File: src/rtl/grid_renderer.sv
// Read-only grid scanner: fetches each cell type from the level RAM and paints
// it as a CELL_PX x CELL_PX block of VGA pixel writes, row-major.
module grid_renderer #(
    parameter int GRID_W  = 40,
    parameter int GRID_H  = 30,
    parameter int CELL_PX = 4
) (
    input  logic       clock,
    input  logic       reset,
    input  logic       start,
    output logic       done,
    output logic       busy,
    output logic [5:0] grid_x,
    output logic [4:0] grid_y,
    input  logic [2:0] grid_out,
    output logic [7:0] vga_x,
    output logic [6:0] vga_y,
    output logic [2:0] colour,
    output logic       plot
);

    localparam int LOG2 = $clog2(CELL_PX);
    localparam int DW   = (LOG2 > 0) ? LOG2 : 1;

    localparam logic [2:0] S_IDLE    = 3'd0;
    localparam logic [2:0] S_FETCH   = 3'd1;
    localparam logic [2:0] S_WAIT_RD = 3'd2;
    localparam logic [2:0] S_LATCH   = 3'd3;
    localparam logic [2:0] S_PLOT    = 3'd4;
    localparam logic [2:0] S_NEXT    = 3'd5;
    localparam logic [2:0] S_DONE    = 3'd6;

    logic [2:0]    r_state;
    logic [5:0]    r_cx;
    logic [4:0]    r_cy;
    logic [5:0]    r_gx;
    logic [4:0]    r_gy;
    logic [DW-1:0] r_dx;
    logic [DW-1:0] r_dy;
    logic [2:0]    r_colour;
    logic          r_done;

    logic [2:0]    w_colour;
    logic          w_dx_last;
    logic          w_dy_last;
    logic          w_cell_last;

    always_comb begin
        w_colour = '0;
        case (grid_out)
            3'd0:    w_colour = 3'b000;
            3'd1:    w_colour = 3'b111;
            3'd2:    w_colour = 3'b010;
            3'd3:    w_colour = 3'b001;
            3'd4:    w_colour = 3'b100;
            default: w_colour = 3'b110;
        endcase
    end

    assign w_dx_last   = (r_dx == DW'(CELL_PX - 1));
    assign w_dy_last   = (r_dy == DW'(CELL_PX - 1));
    assign w_cell_last = (r_cx == 6'(GRID_W - 1)) && (r_cy == 5'(GRID_H - 1));

    always_ff @(posedge clock or negedge reset) begin
        if (!reset) begin
            r_state  <= S_IDLE;
            r_cx     <= '0;
            r_cy     <= '0;
            r_gx     <= '0;
            r_gy     <= '0;
            r_dx     <= '0;
            r_dy     <= '0;
            r_colour <= '0;
            r_done   <= 1'b0;
        end else begin
            r_done <= 1'b0;
            case (r_state)
                S_IDLE: begin
                    if (start) begin
                        r_cx    <= '0;
                        r_cy    <= '0;
                        r_state <= S_FETCH;
                    end
                end
                S_FETCH: begin
                    r_gx    <= r_cx;
                    r_gy    <= r_cy;
                    r_state <= S_WAIT_RD;
                end
                S_WAIT_RD: r_state <= S_LATCH;
                S_LATCH: begin
                    r_colour <= w_colour;
                    r_state  <= S_PLOT;
                end
                S_PLOT: begin
                    if (w_dx_last) begin
                        r_dx <= '0;
                        if (w_dy_last) begin
                            r_dy    <= '0;
                            r_state <= S_NEXT;
                        end else begin
                            r_dy <= r_dy + DW'(1);
                        end
                    end else begin
                        r_dx <= r_dx + DW'(1);
                    end
                end
                S_NEXT: begin
                    // r_done is raised here so it is high exactly while in DONE
                    if (w_cell_last) begin
                        r_done  <= 1'b1;
                        r_state <= S_DONE;
                    end else begin
                        if (r_cx == 6'(GRID_W - 1)) begin
                            r_cx <= '0;
                            r_cy <= r_cy + 5'd1;
                        end else begin
                            r_cx <= r_cx + 6'd1;
                        end
                        r_state <= S_FETCH;
                    end
                end
                S_DONE:  r_state <= S_IDLE;
                default: r_state <= S_IDLE;
            endcase
        end
    end

    assign done   = r_done;
    assign busy   = (r_state != S_IDLE);
    assign plot   = (r_state == S_PLOT);
    assign grid_x = r_gx;
    assign grid_y = r_gy;
    assign colour = r_colour;
    assign vga_x  = (8'(r_gx) << LOG2) | 8'(r_dx);
    assign vga_y  = (7'(r_gy) << LOG2) | 7'(r_dy);

endmodule

File: config.mk
export PLATFORM = sky130hd
export DESIGN_NAME = grid_renderer
export DESIGN_NICKNAME = d
export VERILOG_FILES = /design/src/rtl/grid_renderer.sv
export SDC_FILE = /design/constraint.sdc
export NUM_CORES = 1
export LEC_CHECK = 0
export BUFFER_PORTS_ARGS = -buffer_cell sky130_fd_sc_hd__buf_2
export CAP_MARGIN = 15
export CELL_PAD_IN_SITES_DETAIL_PLACEMENT = 1
export CELL_PAD_IN_SITES_GLOBAL_PLACEMENT = 1
export CORE_MARGIN = 3
export CORE_UTILIZATION = 44
export DETAILED_ROUTE_END_ITERATION = 10
export PLACE_DENSITY_LB_ADDON = 0.2
export SYNTH_ARGS = -nofsm -noshare
export SYNTH_HDL_FRONTEND = slang
export SYNTH_SLANG_ARGS = --single-unit
export TNS_END_PERCENT = 100
File: constraint.sdc
create_clock -name clock -period 4.75 [get_ports clock]
set_clock_uncertainty 0.1 [all_clocks]
set_input_delay 0.7125 -clock clock [delete_from_list [all_inputs] [get_ports clock]]
set_output_delay 0.7125 -clock clock [all_outputs]
set_load 0.005 [all_outputs]
==> results of run 1 <==
[worst max-delay path by stage]
stage | cells after the start | from | slack, ns | to
after floorplan | 2 | r_state[0] | 3.05 | busy
after CTS | 3 | r_state[1] | 2.51 | plot
final | 3 | r_state[1] | 2.54 | plot
after detailed placement | 3 | r_state[0] | 2.61 | grid_x[2]
after global routing | 3 | r_state[1] | 2.39 | plot
after global placement | 3 | r_state[1] | 2.78 | grid_x[0]
[metal layers]
| metal | vias up | part of all wire [%] | global-route usage, % |
|---|---|---|---|
| met5 | - | 0 | 0 |
| met4 | 0 | 0.75 | 5.33 |
| met3 | 5 | 4.8 | 4.55 |
| met2 | 29 | 53 | 28.6 |
| met1 | 558 | 42 | 19.1 |
| li1 | 542 | - | - |
[cells by family after synthesis]
logic type / Yosys count
xor gates and xnor gates: 3
adders and majority gates: 5
AOI/OAI and AO/OA: 18
muxes: 18
and+or+nand+nor: 48
DFF: 33
buffers and inverters: 17
[power by group through the flow]
stage	combinational (W)	clock, W	sequential, W
floorplan	0.0000111	0	0.000297
CTS	0.0000243	0.000215	0.000292
detailed placement	0.0000242	0	0.000297
global route	0.0000270	0.000229	0.000293
global placement	0.0000228	0	0.000297
finish	0.0000232	0.000207	0.000292
[registers in the layout, summed over array words and instances (netlist names)]
name,cells
grid_y,5
r_state,3
r_dx,2
r_dy,2
grid_x,6
r_cx,6
r_cy,5
colour,3
done,1
[area by class of cell]
type                       count  area, µm²  share of cell area, %
multi-input combinational     92        683                   36.9
inverter                       3       11.3                  0.609
tap                           46       57.6                   3.11
timing repair buffer          37        185                   10.0
clock buffer                   7       86.3                   4.67
sequential                    33        826                   44.7
[Yosys cell counts (all sizes together)]
master	n
ha	5
nand4	3
o21ai	7
or2	2
a32o	1
nor2	12
nor2b	2
and4	1
nand3	3
a21oi	5
nand2b	5
or2b	1
and4b	1
nand3b	3
mux2i	3
o31ai	2
and3b	1
buf	13
mux2	15
or3	1
a21o	1
nand2	10
a22o	2
nor3	2
inv	3
clkbuf	1
xor2	2
xnor2	1
dfrtp	33
nor4b	1
[worst reg2reg max path, stage by stage, from the launching register on]
cell	delay (ns)
dfrtp_1	0.52
nand2b_1	0.13
nor2_1	0.80
mux2_2	0.42
[stage by stage]
| step | util (%) | setup WS, ns | cell area (µm²) | std cells | power [W] |
|---|---|---|---|---|---|
| 5_1_grt | 53.7 | 2.39 | 1850 | 218 | 0.000549 |
| 6_report | 53.7 | 2.54 | 1850 | 218 | 0.000522 |
| 3_3_place_gp | 51.2 | 2.78 | 1760 | 211 | 0.000319 |
| 4_1_cts | 53.7 | 2.51 | 1850 | 218 | 0.000531 |
| 3_5_place_dp | 51.2 | 2.61 | 1760 | 211 | 0.000321 |
| 2_1_floorplan | - | 3.05 | 1620 | 142 | 0.000308 |
==> run summary, run 1 <==
In this run, synthesis produced a sequential element count of 33. The worst hold path passes through 2 cells. After clock tree synthesis, the clock-pin slew on the worst setup and hold paths is 0.06 ns. The worst hold path belongs to the class reg2reg. After detailed routing, the average wire length per cell comes to 14.7 µm. The final route contains 1134 vias.

Data arrives at the worst endpoint at 1.40 ns. Number of I/O port buffers: 37. In this design, the stage delay of the slowest critical-path cell is 0.44 ns. Share of the clock period used by the worst path: 46.5%. The number of cells on the worst reg-to-reg path is 3. After Yosys synthesis, XOR and XNOR cells account for 1.63% of the synthesized area. The end of the worst register-to-register path was grid_y[4]. TritonCTS built the clock tree.

The run finished with clean final reports. Once the clock tree was built, the setup fixing pass inserted 0 buffers. The static leakage was 0.860 nW; the count of buffer and inverter cells on the critical path was 1. The highest fanout seen on the critical path works out to 8. The run gives 2 as the largest buffer count on any clock path. In the layout the commonest cells are buf_2, dfrtp_1, mux2_2. The run gives 0.000110 W as the power spent charging and discharging nets. The combinational share of power is 4.4%, and the compound-cell area share of the yosys netlist is 6.81%. Timing would allow up to 453 MHz. The logs give 0 for the number of max-slew violations in the final report and 0 for the post-cts resize count.

The die covers 4440 µm². The number of global-route vias before repair came out at 1102. Cells with a size suffix above 1 make up 36.0% of the layout. For flop-to-flop paths, the worst setup slack is 2.67 ns. The clock network is responsible for 39.6% of the overall power.

The logs give 3440 µm² for the area of the core and 0.27 ns for the clock latency at the later pin of the worst-skew pair. In this run the power density over the cells is 282 nW/µm². The die boundary width works out to 66.6 µm. Summing the sequential cell areas from Yosys gives 51.1% of the chip area.

The number of maximum-capacitance constraint violations was 0. After synthesis, the largest family of logic cells by area is simple AND/OR/NAND/NOR gates. After Yosys synthesis, full adders, half adders and majority gates account for 3.87% of the synthesized area. Number of antenna violations at the first check in global routing: 0. Cell type with the largest total area after synthesis: dfrtp_1.

By area the synthesized netlist is led by dfrtp_1, mux2_2, buf_4. The first global-routing pass estimated 5330 µm of wire. In this run the number of H-tree levels came out at 2. The reg-to-reg startpoint is r_state[0]. The tools report the starting density of the core as 47.0%. The tools report the power share of the sequential group as 55.9%. The overall die height was 66.6 µm; the net count after synthesis was 153. The total grt overflow is 0. The pin count of the biggest net entering global routing is 34, and the data required time of the worst path is 3.94 ns. The run gives 33 as the CTS sink count. The number of placement rows was 21. The slowest stage of the critical path is the dfrtp_1 cell.

The number of warnings printed during yosys synthesis was 0; the synthesized instance count was 142. Worst hold slack: 0.382 ns. The run gives 4 as the iteration count of the initial detailed-routing pass. Traced cell by cell, the critical path runs through nand2b_1 -> nor2_1 -> buf_2. Hold repair after CTS inserted 0 buffers.

Startpoint of the tightest hold check path: colour[0]. After layout, the minimum clock period comes to 2.21 ns. The synthesized area per cell is 11.4 µm². The net count of the finished layout is 183. For the number of inserted diodes, the log shows 0. The global router's overall resource usage is 16.3%, and the number of distinct library cells after synthesis is 34. The count of pins on the block boundary is 38.

Most common cell after layout, fill and taps aside: buf_2. The switching portion of total power works out to 21.1%. For hold timing, the worst endpoint is colour[0]. Post-synthesis simple-gate area fraction: 17.6%. Once detail routing completed, the nets flagged for antenna violations numbered 0. The critical path in this run is classified as reg2out.

The mapped netlist covers 1620 µm². Setup violations remaining at the end of the flow were counted as 0. Across the VDD grid, the largest voltage drop is 0.120 mV. The congestion estimate from routability-driven global placement came to 0.740. The first routing iteration left 27 violations. The cell family contributing the most delay on the critical path is simple AND/OR/NAND/NOR gates.

Multiplexer cells account for 12.3% of the synthesized area. At the pin with the least slew margin, the transition time is 1.05 ns. The area growth from synthesis to final layout works out to 14.4%. Setup repair after global routing left no endpoint under its margin.

The detailed-placement wirelength estimate is 2410 µm. The number of inserted filler cells in the final layout is 409, and the residual DRC count is 0. The wire length after detailed routing was 3220 µm; the average via count per standard cell was 5.20.

Summed over all failing endpoints, the final setup total negative slack is 0 ns. STA classifies the critical path startpoint as a register. Counting the buffers created by CTS gives 5. Measured against its own limit, the worst slew margin works out to 30.0%. The final number of hold-violating endpoints is 0. The synthesized design devotes to its leading area cell type 51.1% of total area.

STA classifies the critical path endpoint as a primary output. The design internal power came out at 0.000412 W. The buffer type at the clock tree root was clkbuf_8.
Note: power is estimated with default switching activity, not from simulation.
==> run 2, diff against run 1 <==
- CORE_UTILIZATION: 44 -> 37
- clock period: 4.75 -> 2 ns (I/O delays scaled with it)
==> run 2 against run 1 <==
Effect of this change: the flow now finishes with violations (hold timing); highest routed layer unchanged; largest cell class unchanged; total power is 140% higher; die area rose by 17%; clock power increased by 140%; critical endpoint is now r_cx[0]; register-to-register slack got worse by 2.5 ns; wire length rose by 4.0%.
==> run summary, run 2 (synthesis gave the netlist of run 1 again) <==
Proportion of layout cells with a drive suffix above 1: 37.5% (was 36.0%). The count of buffer and inverter cells on the critical path came out at 1 (unchanged). The endpoint type of the worst setup path is a register (was a primary output). The worst-path cell with the longest stage delay is dfrtp_1 (unchanged). The global router's overall resource usage came out at 13.7% (was 16.3%). The area growth from synthesis to final layout came out at 16.6% (was 14.4%). Setup repair after global routing left no endpoint under its margin. Commonest cells after routing, fill and taps aside: buf_2, dfrtp_1, mux2_2 (unchanged).

The residual DRC count was 0 (unchanged). Most common cell after layout, fill and taps aside: buf_2 (unchanged). The tools report the sort of element at the start of the critical path as a register (unchanged).

TritonCTS built the clock tree. Power share of the sequential group: 55.5% (was 55.9%). The clock share of power came out at 40.0% (was 39.6%). The transition time at the pin with the least slew margin was 0.732 ns (was 1.05 ns); the post-cts resize count was 0 (unchanged). The cell count after placement came out at 217 (was 211). The design internal power came out at 0.000979 W (was 0.000412 W). Clock-pin slew on the worst setup and hold paths: 0.07 ns (was 0.06 ns).

The run gives 41 (was 27) as the initial DRC count. The run gives 2 (unchanged) as the largest buffer count on any clock path. The largest delay contributor family on the critical path was compound AO/OA/AOI/OAI gates (was simple AND/OR/NAND/NOR gates). The tools report the number of placement rows as 23 (was 21).

The buffer type at the clock tree root is clkbuf_8 (unchanged). The static leakage was 0.882 nW (was 0.860 nW); the overall die height was 72.1 µm (was 66.6 µm). The switching portion of total power was 21.6% (was 21.1%). The number of global-route vias before repair was 1145 (was 1102); the starting density of the core was 39.3% (was 47.0%). The number of antenna violations at the first check in global routing is 0 (unchanged). The run gives 33 (was 0) as the final number of hold-violating endpoints. The average via count per standard cell is 5.11 (was 5.20), and the share of the clock period used by the worst path is 90.0%.

Based on the critical path, the design can be clocked at up to 555 MHz. The die boundary width is 72.1 µm (was 66.6 µm). The checks that failed: hold timing. The number of inserted diodes is 0 (unchanged), and the worst hold slack is -0.0246 ns (was 0.382 ns). The relative slew slack is 51.2% (was 30.0%), and the total power per unit cell area is 663 nW/µm² (was 282 nW/µm²). The tools report the accumulated negative setup slack as 0 ns (unchanged). The remaining number of nets flagged by the antenna check after routing is 0 (unchanged). The clock buffer count from CTS is 5 (unchanged). The count of pins on the block boundary was 38 (unchanged). The instance area at placement is 1780 µm² (was 1760 µm²). The logs give 475 (was 409) for the number of inserted filler cells in the final layout and 33 (unchanged) for the CTS sink count. The delay of the slowest cell on the worst path is 0.42 ns (was 0.44 ns). Number of I/O port buffers: 37 (unchanged). The post-route standard cell area excluding fillers is 1880 µm² (was 1850 µm²), and the final weighted congestion in routability-driven placement is 0.780 (was 0.740).

The data required time of the worst path is 2.12 ns (was 3.94 ns), and the arrival time at the worst endpoint is 1.92 ns (was 1.40 ns). The logs give 0.00125 W (was 0.000522 W) for the overall power and 5420 µm (was 5330 µm) for the global-route wire length before repair. The number of vias after detailed routing came out at 1155 (was 1134).

Routed length per instance: 14.8 µm (was 14.7 µm). The area of the core came out at 4120 µm² (was 3440 µm²). The iteration count of the initial detailed-routing pass was 4 (unchanged); the highest fanout seen on the critical path was 5 (was 8). The tools report the utilization of the core after routing as 45.8% (was 53.7%).

The class of the most critical setup path was reg2reg (was reg2out). Cell breakdown of the critical path: inv_1 -> ha_1 -> and4_1 -> nand3b_1 -> a21oi_1 -> a22o_1 (was nand2b_1 -> nor2_1 -> buf_2). The power spent charging and discharging nets is 0.000269 W (was 0.000110 W).

The logs give 5200 µm² (was 4440 µm²) for the area of the die and 0 (unchanged) for the number of maximum-capacitance constraint violations. The run finished, with violations left. The peak supply drop came out at 0.262 mV (was 0.120 mV). The number of max-slew violations in the final report is 0 (unchanged), and the post-route non-filler standard cell count is 226 (was 218). The total number of H-tree levels is 2 (unchanged), and the total of endpoints with negative setup slack in the final report is 0 (unchanged).

The pin count of the biggest net entering global routing was 34 (unchanged). The wire length after detailed routing is 3340 µm (was 3220 µm), and the total grt overflow is 0 (unchanged). The combinational share of power came out at 4.4% (about the same). The tools report the clock latency at the later pin of the worst-skew pair as 0.28 ns (was 0.27 ns). The smallest clock period supported by the final layout is computed as 1.80 ns. The classification of the worst-slack hold path was in2async (was reg2reg). The post-layout net count is 187 (was 183), and the detailed-placement wirelength estimate is 2440 µm (was 2410 µm).
-- run 2: cell count changes in the layout (fill, tap and decap cells not counted) --
cell | previous run | this run
buf_4 | 0 | 4
-- run 2: final timing paths --
check                             end  slack [ns]  depth (start not counted)       from
max                           r_cx[0]        0.20                          6    r_cy[1]
min                           r_dy[1]       -0.02                          1      reset
min in group clock         r_state[0]        0.17                          3      start
max in group asynchronous  r_state[0]        1.35                          1      reset
min reg2reg                 colour[0]        0.38                          2  colour[0]
max reg2reg                   r_cx[0]        0.20                          6    r_cy[1]
-- run 2: final cells by class --
| class | instances | area, µm² | share of cell area (%) |
|---|---|---|---|
| inverter | 3 | 11.3 | 0.598 |
| timing repair buffer | 41 | 215 | 11.4 |
| tap | 50 | 62.6 | 3.32 |
| sequential | 33 | 826 | 43.8 |
| multi-input combinational | 92 | 683 | 36.3 |
| clock buffer | 7 | 86.3 | 4.58 |
-- run 2: layer usage --
| layer | global-route usage [%] | part of all wire [%] |
|---|---|---|
| met5 | 0 | 0 |
| met4 | 5.64 | 1.7 |
| met3 | 4.57 | 5.5 |
| met2 | 22.3 | 47 |
| met1 | 16.6 | 45 |
-- run 2: power by group through the flow --
stage | combinational, W | clock (W) | sequential [W]
final | 0.0000554 | 0.000500 | 0.000694
after global placement | 0.0000555 | 0 | 0.000705
after global routing | 0.0000646 | 0.000554 | 0.000696
after CTS | 0.0000586 | 0.000521 | 0.000694
after floorplan | 0.0000264 | 0 | 0.000704
after detailed placement | 0.0000581 | 0 | 0.000706
-- run 2: metrics by stage --
| stage | hold slack, ns | setup WS, ns |
|---|---|---|
| floorplan | -0.0956 | 0.308 |
| global placement | 0.304 | 0.201 |
| detailed placement | 0.322 | 0.103 |
| CTS | 0.0140 | 0.0891 |
| global route | 0.0365 | 0.0519 |
| finish | -0.0246 | 0.200 |
-- run 2: timing repair --
action                                 in CTS  in global routing
setup buffers                               0                  2
endpoints found under the hold margin       0                  0
hold buffers                                0                  0
setup endpoints to repair                   0                  2
